===== src/rtl/sample_scheduler_if.sv =====
// Sample/word-stream bundle between the quantizer front end and packet_streamer.
// master drives the samples and requests; slave is the scheduler.
interface sample_scheduler_if;
  logic [11:0] q_samples;
  logic [7:0]  ch1_i;
  logic [7:0]  ch1_q;
  logic [7:0]  mode;
  logic        enable;
  logic [15:0] source_data;
  logic        source_en;
  logic        source_packet_end;
  logic [7:0]  active_mode;
  logic        busy;
  logic [15:0] packet_count;

  modport master (
    output q_samples, ch1_i, ch1_q, mode, enable,
    input  source_data, source_en, source_packet_end, active_mode, busy, packet_count
  );

  modport slave (
    input  q_samples, ch1_i, ch1_q, mode, enable,
    output source_data, source_en, source_packet_end, active_mode, busy, packet_count
  );
endinterface


===== src/rtl/sample_scheduler.sv =====
// Packet-aligned scheduler packing quantized or raw ADC samples into 16-bit words.
// Mode and enable are only sampled in IDLE or on the last word of a packet.
module sample_scheduler #(
  parameter int WORDS_PER_PACKET = 720,
  parameter int WCW              = 10
) (
  input  logic              source_clk,
  input  logic              source_reset_n,
  sample_scheduler_if.slave bus
);

  typedef enum logic {IDLE, RUN} state_t;

  state_t          state_q;
  logic [27:0]     acc_q;
  logic [4:0]      bitcnt_q;
  logic [WCW-1:0]  wordcnt_q;
  logic [7:0]      prev_q;
  logic            half_q;
  logic [15:0]     data_q;
  logic            en_q;
  logic            end_q;
  logic [7:0]      mode_q;
  logic [15:0]     pkt_q;

  logic            mode_ok;
  logic [27:0]     acc_shift_d;
  logic [5:0]      bit_sum_d;
  logic [5:0]      shamt_d;
  logic [7:0]      raw_d;
  logic            word_valid_d;
  logic [15:0]     word_d;
  logic            last_word_d;

  always_comb begin
    mode_ok      = bus.mode < 8'd3;
    acc_shift_d  = (acc_q << 12) | {16'd0, bus.q_samples};
    bit_sum_d    = {1'b0, bitcnt_q} + 6'd12;
    // Only meaningful once at least 16 bits are buffered; the oldest bits sit highest.
    shamt_d      = bit_sum_d - 6'd16;
    raw_d        = (mode_q == 8'd2) ? bus.ch1_q : bus.ch1_i;
    last_word_d  = (wordcnt_q == WCW'(WORDS_PER_PACKET - 1));
    if (mode_q == 8'd0) begin
      word_valid_d = (bit_sum_d >= 6'd16);
      word_d       = 16'(acc_shift_d >> shamt_d);
    end else begin
      word_valid_d = half_q;
      word_d       = {prev_q, raw_d};
    end
  end

  always_ff @(posedge source_clk) begin
    if (!source_reset_n) begin
      state_q   <= IDLE;
      acc_q     <= '0;
      bitcnt_q  <= '0;
      wordcnt_q <= '0;
      prev_q    <= '0;
      half_q    <= 1'b0;
      data_q    <= '0;
      en_q      <= 1'b0;
      end_q     <= 1'b0;
      mode_q    <= '0;
      pkt_q     <= '0;
    end else begin
      en_q   <= 1'b0;
      end_q  <= 1'b0;
      data_q <= '0;
      case (state_q)
        IDLE: begin
          if (bus.enable && mode_ok) begin
            mode_q    <= bus.mode;
            acc_q     <= '0;
            bitcnt_q  <= '0;
            wordcnt_q <= '0;
            half_q    <= 1'b0;
            state_q   <= RUN;
          end
        end
        RUN: begin
          if (mode_q == 8'd0) begin
            acc_q    <= acc_shift_d;
            bitcnt_q <= word_valid_d ? 5'(shamt_d) : bit_sum_d[4:0];
          end else begin
            prev_q <= raw_d;
            half_q <= ~half_q;
          end
          if (word_valid_d) begin
            en_q   <= 1'b1;
            data_q <= word_d;
            if (last_word_d) begin
              end_q     <= 1'b1;
              wordcnt_q <= '0;
              pkt_q     <= pkt_q + 16'd1;
              // Back-to-back packets: re-arm on the same edge so no gap cycle appears.
              if (bus.enable && mode_ok) begin
                mode_q   <= bus.mode;
                acc_q    <= '0;
                bitcnt_q <= '0;
                half_q   <= 1'b0;
              end else begin
                state_q <= IDLE;
              end
            end else begin
              wordcnt_q <= wordcnt_q + 1'b1;
            end
          end
        end
        default: state_q <= IDLE;
      endcase
    end
  end

  assign bus.source_data       = data_q;
  assign bus.source_en         = en_q;
  assign bus.source_packet_end = end_q;
  assign bus.active_mode       = mode_q;
  assign bus.busy              = (state_q == RUN);
  assign bus.packet_count      = pkt_q;

endmodule


===== src/flat_wrapper.sv =====
// flat-port wrapper written by rule: the top's interface ports become plain ports
module sample_scheduler_flat 
#(
  parameter int WORDS_PER_PACKET = 720,
  parameter int WCW              = 10
)
  (source_clk, source_reset_n, bus_q_samples, bus_ch1_i, bus_ch1_q, bus_mode, bus_enable, bus_source_data, bus_source_en, bus_source_packet_end, bus_active_mode, bus_busy, bus_packet_count);
  sample_scheduler_if bus_i ();
  input  logic source_clk;
  input  logic source_reset_n;
  input wire logic [$bits(bus_i.q_samples)-1:0] bus_q_samples;
  input wire logic [$bits(bus_i.ch1_i)-1:0] bus_ch1_i;
  input wire logic [$bits(bus_i.ch1_q)-1:0] bus_ch1_q;
  input wire logic [$bits(bus_i.mode)-1:0] bus_mode;
  input wire logic [$bits(bus_i.enable)-1:0] bus_enable;
  output wire logic [$bits(bus_i.source_data)-1:0] bus_source_data;
  output wire logic [$bits(bus_i.source_en)-1:0] bus_source_en;
  output wire logic [$bits(bus_i.source_packet_end)-1:0] bus_source_packet_end;
  output wire logic [$bits(bus_i.active_mode)-1:0] bus_active_mode;
  output wire logic [$bits(bus_i.busy)-1:0] bus_busy;
  output wire logic [$bits(bus_i.packet_count)-1:0] bus_packet_count;
  assign bus_i.q_samples = bus_q_samples;
  assign bus_i.ch1_i = bus_ch1_i;
  assign bus_i.ch1_q = bus_ch1_q;
  assign bus_i.mode = bus_mode;
  assign bus_i.enable = bus_enable;
  assign bus_source_data = bus_i.source_data;
  assign bus_source_en = bus_i.source_en;
  assign bus_source_packet_end = bus_i.source_packet_end;
  assign bus_active_mode = bus_i.active_mode;
  assign bus_busy = bus_i.busy;
  assign bus_packet_count = bus_i.packet_count;
  sample_scheduler #(.WORDS_PER_PACKET(WORDS_PER_PACKET), .WCW(WCW)) u_core (.source_clk(source_clk), .source_reset_n(source_reset_n), .bus(bus_i));
endmodule

===== config.mk =====
export PLATFORM = sky130hd
export DESIGN_NAME = sample_scheduler_flat
export DESIGN_NICKNAME = d
export VERILOG_FILES = /design/src/rtl/sample_scheduler_if.sv /design/src/rtl/sample_scheduler.sv /design/src/flat_wrapper.sv
export SDC_FILE = /design/constraint.sdc
export NUM_CORES = 1
export LEC_CHECK = 0
export BUFFER_PORTS_ARGS = -buffer_cell sky130_fd_sc_hd__buf_4
export CORE_ASPECT_RATIO = 0.7
export CORE_MARGIN = 5
export CORE_UTILIZATION = 40
export DETAILED_ROUTE_END_ITERATION = 8
export GPL_ROUTABILITY_DRIVEN = 1
export MAX_ROUTING_LAYER = met4
export PLACE_DENSITY = 0.76
export SYNTH_ARGS = -nofsm -noshare
export SYNTH_HDL_FRONTEND = slang
export SYNTH_SLANG_ARGS = --single-unit

===== constraint.sdc =====
create_clock -name source_clk -period 3 [get_ports source_clk]
set_input_delay 0.45 -clock source_clk [delete_from_list [all_inputs] [get_ports source_clk]]
set_output_delay 0.45 -clock source_clk [all_outputs]
set_load 0.05 [all_outputs]

Word-level counts from Yosys, hierarchy flattened --
Cells that the tools add are included.
Storage, ports and cells: flip-flop bits (word level) 95, bits of input ports 39, output and inout port bits 43, word-level logic and storage cells 71
Cells by class: $add $sub $neg 4, $lt $le $gt $ge 2, equality and inequality tests 5, shifts and indexed selects 1, muxes and demuxes 36, bitwise logic cells 4, reduce and logical (&&, ||, !) cells 8
Operators by type and width (count):
- two-way mux 28 bit | 5
- one-hot mux 28 bit (2 select lines) | 1
- two-way mux 8 bit | 4
- two-way mux 10 bit | 3
- two-way mux 5 bit | 6
- bitwise OR 28 x 12 -> 28 bit | 1
- >> shifter 28 x 6 -> 16 bit | 1
- one-hot mux 10 bit (2 select lines) | 1
- adder 16 x 1 -> 16 bit (second input constant) | 1
- two-way mux 16 bit | 1
- one-hot mux 8 bit (2 select lines) | 1
- two-way mux 1 bit | 11
- adder 10 x 1 -> 10 bit (second input constant) | 1
- == test 10 bit (second input constant) | 1
- one-hot mux 5 bit (2 select lines) | 1
- == test 8 x 2 -> 1 bit (second input constant) | 1
- zero test 8 bit | 1
- less-than comparator 8 x 2 -> 1 bit (second input constant) | 1
- AND reduction 2 bit | 4
- adder 5 x 4 -> 6 bit (second input constant) | 1
- >= comparator 6 x 5 -> 1 bit (second input constant) | 1
- AND reduction 3 bit | 2
- subtractor 6 x 5 -> 6 bit (second input constant) | 1
- inequality test 2 bit (second input constant) | 2
- 4 further kinds | 7

Depth between registers and ports, before layout --
Gate-level depths: netlist of run 1.
word-level depth 9, mapped depth 13, depth with buffers taken out 9

Worst setup path after synthesis of run 1 --
Ideal clock, no wire load.
path type register to register, start reg u_core.bitcnt_q[2], end reg u_core.data_q[4], in the netlist u_core.bus.source_data[4], arrival time 2.985 ns, required time 2.872 ns, slack -0.112 ns, cell stages (with the launch flop) 13, path buffers 4, clock period less this slack 3.112 ns, cell sequence dfxtp_1 -> clkbuf_1 -> clkbuf_1 -> inv_1 -> ha_1 -> xor2_1 -> clkbuf_1 -> ha_1 -> and4b_1 -> and3_1 -> clkbuf_1 -> a222oi_1 -> nor2_1
On the way: word-level cells in the longest chain between the ends 4
Ends and longest elaborated chain:
- start, declared | RTL line sample_scheduler.sv:16 | logic [4:0] bitcnt_q;
- start signal, assigned | RTL line sample_scheduler.sv:83 | bitcnt_q <= word_valid_d ? 5'(shamt_d) : bit_sum_d[4:0];
- adder 5 x 4 -> 6 bit (*) | RTL line sample_scheduler.sv:38 | bit_sum_d = {1'b0, bitcnt_q} + 6'd12;
- subtractor 6 x 5 -> 6 bit or >= comparator 6 x 5 -> 1 bit (tied branches) | RTL line sample_scheduler.sv:40, sample_scheduler.sv:44
- >> shifter 28 x 6 -> 16 bit or two-way mux 1 bit (tied branches) | RTL line sample_scheduler.sv:45, sample_scheduler.sv:43
- two-way mux 16 bit or AND reduction 3 bit (tied branches)
- end signal, assigned | RTL line sample_scheduler.sv:90 | data_q <= word_d;
- end, declared | RTL line sample_scheduler.sv:20 | logic [15:0] data_q;
Mark *: on every way between the ends. The rest lies on a longest branch, timed or not. A chain may end at the register's enable or synchronous reset.

Worst setup path after layout of run 1 --
start reg u_core.bitcnt_q[2], end reg u_core.wordcnt_q[5]
On the way: word-level cells in the longest chain between the ends 5
Ends and longest elaborated chain:
- adder 5 x 4 -> 6 bit | RTL line sample_scheduler.sv:38
- >= comparator 6 x 5 -> 1 bit | RTL line sample_scheduler.sv:44 | word_valid_d = (bit_sum_d >= 6'd16);
- two-way mux 1 bit | RTL line sample_scheduler.sv:43 | if (mode_q == 8'd0) begin
- inequality test 2 bit (no source line)
- AND reduction 2 bit (no source line)
- end signal, assigned | RTL line sample_scheduler.sv:105 | wordcnt_q <= wordcnt_q + 1'b1;
- end, declared | RTL line sample_scheduler.sv:17 | logic [WCW-1:0] wordcnt_q;
Every way passes these cells.

==> results of run 1 <==
## final cells by class
| cell class | instances | area, µm² |
|---|---|---|
| Sequential cell | 81 | 1620 |
| Clock inverter | 7 | 62.6 |
| Inverter | 10 | 37.5 |
| Clock buffer | 9 | 225 |
| Fill cell | 917 | 4740 |
| Timing Repair Buffer | 89 | 668 |
| Tap cell | 128 | 160 |
| Multi-Input combinational cell | 333 | 2320 |
## power by group through the flow
stage / logic, W / clock network, W / registers, W
after global routing: 0.000104 / 0.00112 / 0.00108
after CTS: 0.0000970 / 0.00106 / 0.00108
final: 0.0000981 / 0.00105 / 0.00108
after global placement: 0.0000948 / 0 / 0.00110
after floorplan: 0.0000378 / 0 / 0.00110
after detailed placement: 0.0000965 / 0 / 0.00110
## cell usage in the layout, fill, tap and decap left out, types with 6 or more instances in the layout
cell type	n
o21ai_0	26
buf_4	89
a22o_1	12
or3_1	10
nor3_1	9
mux2_2	16
nand2_1	43
nand4_1	9
mux2i_1	11
inv_1	8
and3_1	7
clkbuf_16	9
and2_1	10
nand3_1	21
nor2_1	38
a21oi_1	31
mux4_2	9
o31ai_1	6
a222oi_1	7
dfxtp_1	81
## path summary, 6_finish.rpt
| path | from | endpoint | slack (ns) | depth (start not counted) |
|---|---|---|---|---|
| setup / recovery | u_core.bitcnt_q[2] | u_core.wordcnt_q[5] | 0.38 | 7 |
| hold / removal | bus_q_samples[11] | u_core.acc_q[11] | 0.34 | 2 |
| setup reg to reg | u_core.bitcnt_q[2] | u_core.wordcnt_q[5] | 0.38 | 7 |
| hold reg to reg | u_core.prev_q[2] | u_core.prev_q[2] | 0.47 | 2 |
## synth_stat cells (all sizes together), types with 5 or more instances
library cell  count
a222oi            7
o31ai             6
mux2             16
and3              8
or4               8
nor3             11
xnor2             5
mux2i            11
a22o             12
a21oi            32
nand3            22
buf               5
inv               9
nand2            43
clkbuf           20
o21ai            27
nand4             9
mux4              9
and2             11
dfxtp            81
or3              10
nor2             38
## state kept, by name, summed over array words and instances, names as in the netlist, 3 cells and up
signal and count:
u_core.bus.active_mode 8, u_core.bus.packet_count 16, u_core.wordcnt_q 10, u_core.acc_q 16, u_core.prev_q 8, u_core.bitcnt_q 3
u_core.bus.source_data 16
## per-stage QoR
step / hold slack [ns] / cell area, µm² / instances
detailed placement: 0.455 / 4810 / 641
global route: 0.342 / 5100 / 657
CTS: 0.337 / 5100 / 657
floorplan: 0.432 / 4080 / 449
finish: 0.344 / 5100 / 657
global placement: 0.448 / 4810 / 641
## per-layer routing
layer | global-route usage (%) | up-vias | routed length, µm | share of wire (%)
met5 | - | - | 0 | 0
met2 | 26.7 | 170 | 4900 | 42
li1 | - | 1844 | - | -
met4 | 4.88 | 0 | 178 | 1.5
met3 | 3.50 | 16 | 922 | 7.9
met1 | 29.9 | 1767 | 5680 | 49
## critical path: cells and delay by family, from the launching register on
family | cells | cell delay (ns)
fa+ha+maj | 1 | 0.29
compound gates | 1 | 0.18
buf+inv | 1 | 0.36
flops | 1 | 0.33
simple gates | 4 | 1.39
## cells by family after synthesis
kind of cell / Yosys count / share of synthesized area, %
simple gates: 171 / 22.6
compound gates: 113 / 19.1
flops: 81 / 39.7
mux: 36 / 12.1
buf+inv: 35 / 3.31
xor+xnor: 9 / 1.93
fa+ha+maj: 4 / 1.23
==> metrics.cfg, run 1 <==
[synth]
synth_nets = 492
synth-edff-count = 0
ys_types = 61
synth.yosys.seq_area_share_pct = 39.7
syn_inst = 449
synth_top_cell_by_area = dfxtp_1
ys_ff_latch = 81
yosys-top-cells-area = dfxtp_1 (40%), mux4_2 (5.0%), mux2_2 (4.4%)
netlist_area_um2 = 4080
async_flop_share_pct = 0
yosysTopAreaCellShare_pct = 39.7
postSynthAreaPerCell_um2 = 9.09
ys.flop_type = dfxtp_1
ys_warn_count = 0

[timing]
skew_ns = 0.00614
timing.final.ws_setup_ns = 0.380
setup_viol = 0
finalSetupTns_ns = 0
period_needed_ns = 2.62
worst_pin_slew_ns = 0.757
rsz0062_at_grt = false
maxSlewHeadroom_pct = 49.3
fmax_mhz = 382
timing.final.crit_share_pct = 87.3
drv_slew = 0
hold_viol = 0

[pwr]
share_seq_of_total_power_pct = 48.4
ir_worst_vdd_mv = 0.312
power_density_nw_per_um2 = 437
switchingPower_w = 0.000528
p_leak_nw = 1.90
internal_power_w = 0.00170
p_total_w = 0.00223
p_comb_share_pct = 4.4
power.share.clock_pct = 47.2
switching_share_pct = 23.7

[global_route]
antenna_found_initial = 0
grt_overflow_total = 0
grt_pass1_wl_mm = 18.7
grtUsageTotal_pct = 19.7
first_global_vias = 3546
grt_max_degree = 32

[setup_path]
cp-start-kind = flip-flop
slowest_delay_ns = 0.65
cp.arrival_ns = 2.90
endpoint_kind = flip-flop
crit_chain = buf_4 > o21ai_0 > ha_1 > and3_1 > or3_1 > or3_1 > nand3_1
path_class = reg2reg
slowest_stage = or3_1
worstPathRequired_ns = 3.28
crit_path_frequent_cell = or3_1
crit_fanout = 31

[route]
routedWlPerCell_um = 17.8
vias_per_cell = 5.78
drtIter0Drc = 538
vias = 3797
routed_wl_mm = 11.7
ant_nets = 0
firstDrtPassIters = 6
drc_errors = 0

[worst_hold_path]
worstHoldPathType = in2reg

[floorplanning]
die_w_um = 131
io_pins = 82
start_util_pct = 41.5
core_um2 = 9830
dieArea_um2 = 12400
rows = 30
fp.dieH_um = 94.5

[clock_tree]
cts_htree_levels = 3
cts_tree = yes
cts_setup_buffers = 0
clock_latency_ns = 0.33
cts_root_buf = clkbuf_16
cts_hold_buffers = 0
clkTransAtPathRegs_ns = 0.07
cts_buffers = 9
clockBufferDepth = 2
cts_resized = 0
numClockSinks = 81

[place]
place_ws_ns = 0.419
place_congestion = 0.908
dp_hpwl_mm = 8.87
io_buffers = 81

[layout]
nets = 567
n_antenna_cell = 0
final_layout_size_suffix_gt1_share_pct = 27.4
area_growth_syn_to_layout_pct = 25.0
utilization_pct = 51.8

[flow_run]
max_cap_viol_count = 0

[status]
status = finished, final reports clean

Note: power is estimated with default switching activity, not from simulation.
==> run 2, diff against run 1 <==
- BUFFER_PORTS_ARGS: -buffer_cell sky130_fd_sc_hd__buf_4 -> -buffer_cell sky130_fd_sc_hd__buf_2
==> run 2 against run 1 <==
Effect of this change:
- cell area decreased by 4.1%
- global-route usage increased by 0.57 points
- non-clock buffer count stayed put
- core utilization shrank 2.2 points
- critical endpoint is now u_core.wordcnt_q[7]
- clock power shrank 4%
- register-to-register slack improved by 0.13 ns
- sequential cell count did not move
==> metrics.cfg, run 2 (synthesis gave the netlist of run 1 again) <==
[status]
status = finished, final reports clean  ; unchanged

[floorplanning]
core_um2 = 9830  ; unchanged
die_w_um = 131  ; unchanged
io_pins = 82  ; unchanged
start_util_pct = 41.5  ; unchanged
fp.dieH_um = 94.5  ; unchanged
dieArea_um2 = 12400  ; unchanged
rows = 30  ; unchanged

[place]
place_congestion = 0.983  ; was 0.908
place_ws_ns = 0.300  ; was 0.419 ns
dp_hpwl_mm = 8.86  ; was 8.87 mm
io_buffers = 81  ; unchanged

[clock_tree]
cts_resized = 0  ; unchanged
cts_hold_buffers = 0  ; unchanged
numClockSinks = 81  ; unchanged
clockBufferDepth = 2  ; unchanged
cts_root_buf = clkbuf_16  ; unchanged
clock_latency_ns = 0.35  ; was 0.33 ns
cts_htree_levels = 3  ; unchanged
cts_setup_buffers = 0  ; unchanged
cts_buffers = 9  ; unchanged
clkTransAtPathRegs_ns = 0.06  ; was 0.07 ns
cts_tree = yes  ; unchanged

[setup_path]
slowest_stage = or3_1  ; unchanged
cp-start-kind = flip-flop  ; unchanged
r2r_start = u_core.bitcnt_q[2]  ; unchanged
cp.arrival_ns = 2.76  ; was 2.90 ns
r2r-end = u_core.wordcnt_q[7]  ; was u_core.wordcnt_q[5]
slowest_delay_ns = 0.55  ; was 0.65 ns
crit_fanout = 31  ; unchanged
worstPathRequired_ns = 3.27  ; was 3.28 ns
path_class = reg2reg  ; unchanged
reg2reg_depth = 8  ; was 7
crit_path_frequent_cell = o21ai_0  ; was or3_1
crit_chain = buf_4 > o21ai_0 > ha_1 > and3_1 > or3_1 > inv_2 > nand2_1 > o21ai_0  ; was buf_4 > o21ai_0 > ha_1 > and3_1 > or3_1 > or3_1 > nand3_1
endpoint_kind = flip-flop  ; unchanged
ff2ff_setup_slack_ns = 0.51  ; was 0.38 ns

[timing]
timing.final.crit_share_pct = 82.9  ; was 87.3%
fmax_mhz = 402  ; was 382 MHz
maxSlewHeadroom_pct = 43.0  ; was 49.3%
drv_slew = 0  ; unchanged
timing.final.ws_setup_ns = 0.512  ; was 0.380 ns
rsz0062_at_grt = false  ; unchanged
finalSetupTns_ns = 0  ; unchanged
hold_viol = 0  ; unchanged
skew_ns = 0.00882  ; was 0.00614 ns
setup_viol = 0  ; unchanged
worst_pin_slew_ns = 0.850  ; was 0.757 ns
period_needed_ns = 2.49  ; was 2.62 ns

[worst_hold_path]
hold_end = u_core.acc_q[2]  ; was u_core.acc_q[11]
hold_start = bus_q_samples[2]  ; was bus_q_samples[11]
hold_depth = 2  ; unchanged
worstHoldPathType = in2reg  ; unchanged

[global_route]
grt_pass1_wl_mm = 19.1  ; was 18.7 mm
grt_overflow_total = 0  ; unchanged
grtUsageTotal_pct = 20.2  ; was 19.7%
grt_max_degree = 32  ; unchanged
first_global_vias = 3684  ; was 3546
antenna_found_initial = 0  ; unchanged

[pwr]
power_density_nw_per_um2 = 445  ; was 437 nW/µm²
ir_worst_vdd_mv = 0.224  ; was 0.312 mV
p_leak_nw = 1.88  ; was 1.90 nW

[route]
drc_errors = 0  ; unchanged
drtIter0Drc = 426  ; was 538
vias_per_cell = 5.93  ; was 5.78
routedWlPerCell_um = 18.0  ; was 17.8 µm
routed_wl_mm = 11.8  ; was 11.7 mm
firstDrtPassIters = 8  ; was 6
ant_nets = 0  ; unchanged
vias = 3893  ; was 3797

[flow_run]
max_cap_viol_count = 0  ; unchanged

[layout]
nets = 567  ; unchanged
fillers = 933  ; was 917
n_antenna_cell = 0  ; unchanged
final_layout_size_suffix_gt1_share_pct = 27.4  ; unchanged
utilization_pct = 49.7  ; was 51.8%
area_growth_syn_to_layout_pct = 19.8  ; was 25.0%
mostFrequentLayoutCells = buf_2 (81), dfxtp_1 (81), nand2_1 (43), nor2_1 (38), a21oi_1 (31)  ; was buf_4 (89), dfxtp_1 (81), nand2_1 (43), nor2_1 (38), a21oi_1 (31)
final-seq-area_um2 = 1620  ; unchanged
multi_input_area_um2 = 2330  ; was 2320 µm²

run 2: cell type report:
class | count | area share [%]
multi-input cells | 333 | 47.6
repair buffers | 89 | 9.52
clock buffers | 11 | 4.97
clock inverters | 5 | 0.640
well taps | 128 | 3.28
inverters | 10 | 0.768
flip-flops and latches | 81 | 33.2
run 2: layer usage:
metal | wire, µm | GRT usage (%)
met3 | 989 | 4.30
met2 | 5100 | 28.9
met1 | 5530 | 28.5
met5 | 0 | -
met4 | 191 | 6.51
run 2: how the worst max path moves through the flow:
stage,depth (start not counted),startpoint,end
final,8,u_core.bitcnt_q[2],u_core.wordcnt_q[7]
after global routing,7,u_core.bitcnt_q[2],u_core.bus.packet_count[11]
after CTS,7,u_core.bitcnt_q[2],u_core.bitcnt_q[2]
after detailed placement,7,u_core.bitcnt_q[2],u_core.bitcnt_q[2]
after global placement,7,u_core.bitcnt_q[2],u_core.bitcnt_q[2]
after floorplan,12,u_core.bitcnt_q[2],u_core.bus.source_data[4]
run 2: worst max-delay path, delay by kind of cell (launching register included):
| family | cells | cell delay (ns) |
|---|---|---|
| AO/OA/AOI/OAI | 2 | 0.37 |
| adder cells (fa/ha/maj) | 1 | 0.30 |
| buffers and inverters | 2 | 0.54 |
| flip-flops | 1 | 0.32 |
| AND/OR/NAND/NOR | 3 | 0.88 |
run 2: report_power, final:
group          internal [W]  switching, W
Clock              0.000579      0.000433
Sequential          0.00108    0.00000166
Combinational     0.0000343     0.0000500
run 2: per-stage QoR:
step	total power, W	area, µm²	instances	hold slack, ns
after floorplan	0.00114	4080	449	0.432
after global placement	0.00118	4610	641	0.443
after detailed placement	0.00118	4610	641	0.451
after CTS	0.00218	4880	657	0.352
after global routing	0.00224	4890	657	0.345
final	0.00218	4890	657	0.351
==> run 3, diff against run 2 <==
- PLACE_DENSITY: 0.76 -> 0.73
- clock period: 3 -> 2.5 ns (I/O delays scaled with it)
==> run 3 against run 2 <==
Effect of this change:
- combinational power grew 22%
- register-to-register slack got worse by 0.32 ns
- die area stayed put
- core utilization increased by 1.6 points
- cell area is 3.1% higher
- clock skew up 0.00091 ns
- wire length shrank 2.9%
- clock power rose by 43%
- critical endpoint is now u_core.bus.packet_count[11]
==> metrics.cfg, run 3 (synthesis gave the netlist of run 1 again) <==
[clock_tree]
clkTransAtPathRegs_ns = 0.07  ; was 0.06 ns
numClockSinks = 81  ; unchanged
clockBufferDepth = 2  ; unchanged
cts_root_buf = clkbuf_16  ; unchanged
clock_latency_ns = 0.34  ; was 0.35 ns
cts_buffers = 9  ; unchanged
cts_htree_levels = 3  ; unchanged
cts_setup_buffers = 0  ; unchanged
cts_resized = 0  ; unchanged
cts_tree = yes  ; unchanged
cts_hold_buffers = 0  ; unchanged

[floorplanning]
io_pins = 82  ; unchanged
core_um2 = 9830  ; unchanged
die_w_um = 131  ; unchanged
fp.dieH_um = 94.5  ; unchanged
dieArea_um2 = 12400  ; unchanged
start_util_pct = 41.5  ; unchanged
rows = 30  ; unchanged

[pwr]
power_density_nw_per_um2 = 562  ; was 445 nW/µm²
p_leak_nw = 1.93  ; was 1.88 nW
ir_worst_vdd_mv = 0.380  ; was 0.224 mV

[setup_path]
path_class = reg2reg  ; unchanged
r2r-end = u_core.bus.packet_count[11]  ; was u_core.wordcnt_q[7]
ff2ff_setup_slack_ns = 0.19  ; was 0.51 ns
endpoint_kind = flip-flop  ; unchanged
cp.arrival_ns = 2.58  ; was 2.76 ns
crit_fanout = 7  ; was 31
cp-start-kind = flip-flop  ; unchanged
reg2reg_depth = 6  ; was 8
worstPathRequired_ns = 2.77  ; was 3.27 ns
r2r_start = u_core.wordcnt_q[0]  ; was u_core.bitcnt_q[2]

[timing]
maxSlewHeadroom_pct = 43.7  ; was 43.0%
hold_viol = 0  ; unchanged
period_needed_ns = 2.31  ; was 2.49 ns
drv_slew = 0  ; unchanged
timing.final.crit_share_pct = 92.5  ; was 82.9%
timing.final.ws_setup_ns = 0.188  ; was 0.512 ns
fmax_mhz = 433  ; was 402 MHz
setup_viol = 0  ; unchanged
worst_pin_slew_ns = 0.838  ; was 0.850 ns
skew_ns = 0.00974  ; was 0.00882 ns

[layout]
fillers = 929  ; was 933
mostFrequentLayoutCells = buf_2 (81), dfxtp_1 (81), nand2_1 (43), nor2_1 (38), a21oi_1 (31)  ; unchanged
nets = 574  ; was 567
utilization_pct = 51.2  ; was 49.7%
n_antenna_cell = 0  ; unchanged
final_layout_size_suffix_gt1_share_pct = 29.1  ; was 27.4%
area_growth_syn_to_layout_pct = 23.5  ; was 19.8%
fin_cells = 664  ; was 657

[worst_hold_path]
hold_end = u_core.acc_q[2]  ; unchanged
hold_depth = 2  ; unchanged
hold_start = bus_q_samples[2]  ; unchanged
worstHoldPathType = in2reg  ; unchanged

[global_route]
grtUsageTotal_pct = 19.3  ; was 20.2%
grt_overflow_total = 0  ; unchanged
antenna_found_initial = 0  ; unchanged
first_global_vias = 3534  ; was 3684
grt_pass1_wl_mm = 18.3  ; was 19.1 mm
grt_max_degree = 31  ; was 32

[flow_run]
max_cap_viol_count = 0  ; unchanged

[place]
dp_hpwl_mm = 8.63  ; was 8.86 mm
place_ws_ns = 0.285  ; was 0.300 ns
place_congestion = 0.916  ; was 0.983
placed_cells = 648  ; was 641
io_buffers = 81  ; unchanged

[route]
routed_wl_mm = 11.5  ; was 11.8 mm
drc_errors = 0  ; unchanged
firstDrtPassIters = 5  ; was 8
routedWlPerCell_um = 17.3  ; was 18.0 µm
ant_nets = 0  ; unchanged
vias = 3922  ; was 3893
vias_per_cell = 5.91  ; was 5.93
drtIter0Drc = 455  ; was 426

[status]
status = finished, final reports clean  ; unchanged

-- run 3: cell count changes in the layout (fill, tap and decap cells not counted), moves of 2 or more --
cell       before  now
ha_4            0    2
ha_1            4    2
bufinv_16       0    2
inv_6           0    2
buf_4           8   15
clkinv_2        3    0
-- run 3: how the worst max path moves through the flow --
| stage | slack [ns] | start | end |
|---|---|---|---|
| final | 0.19 | u_core.wordcnt_q[0] | u_core.bus.packet_count[11] |
| after global routing | -0.05 | u_core.wordcnt_q[0] | u_core.bus.packet_count[15] |
| after CTS | 0.19 | u_core.wordcnt_q[0] | u_core.bus.packet_count[11] |
| after detailed placement | 0.29 | u_core.bitcnt_q[2] | u_core.wordcnt_q[5] |
| after global placement | 0.28 | u_core.wordcnt_q[0] | u_core.bus.packet_count[11] |
| after floorplan | 0.004 | u_core.bitcnt_q[2] | u_core.bus.active_mode[7] |
-- run 3: per-layer routing --
layer  routed length (µm)  track usage [%]  up-vias
met2                 4850             25.6      163
met1                 5490             28.5     1881
li1                     -                -     1862
met5                    0                -        -
met3                  927             4.47       16
met4                  208             6.25        0
-- run 3: worst max-delay path, cell delays in order (launching register included) --
cell and delay (ns):
dfxtp_1 0.38, ha_1 0.22, nand4b_1 0.21, nor4_1 0.55, o2111ai_2 0.35, or3_1 0.39, a21oi_1 0.14
-- run 3: cell type report --
class,count,area (µm²),share of cell area (%)
multi-input cells,333,2370,47.1
flip-flops and latches,81,1620,32.2
repair buffers,96,518,10.3
clock buffers,11,243,4.82
well taps,128,160,3.18
clock inverters,5,86.3,1.71
inverters,10,37.5,0.745
-- run 3: power by group --
group | internal (W) | switching (W) | total, W
registers | 0.00129 | 0.00000182 | 0.00129
clock network | 0.000911 | 0.000524 | 0.00144
logic | 0.0000441 | 0.0000591 | 0.000103
-- run 3: metrics by stage --
| stage | hold slack (ns) | cell area (µm²) | total power [W] | setup TNS (ns) |
|---|---|---|---|---|
| after global placement | 0.441 | 4700 | 0.00142 | 0 |
| after detailed placement | 0.446 | 4700 | 0.00142 | 0 |
| after global routing | 0.276 | 5040 | 0.00293 | -0.0712 |
| after CTS | 0.266 | 5030 | 0.00286 | 0 |
| after floorplan | 0.432 | 4160 | 0.00137 | 0 |
| final | 0.277 | 5040 | 0.00283 | 0 |
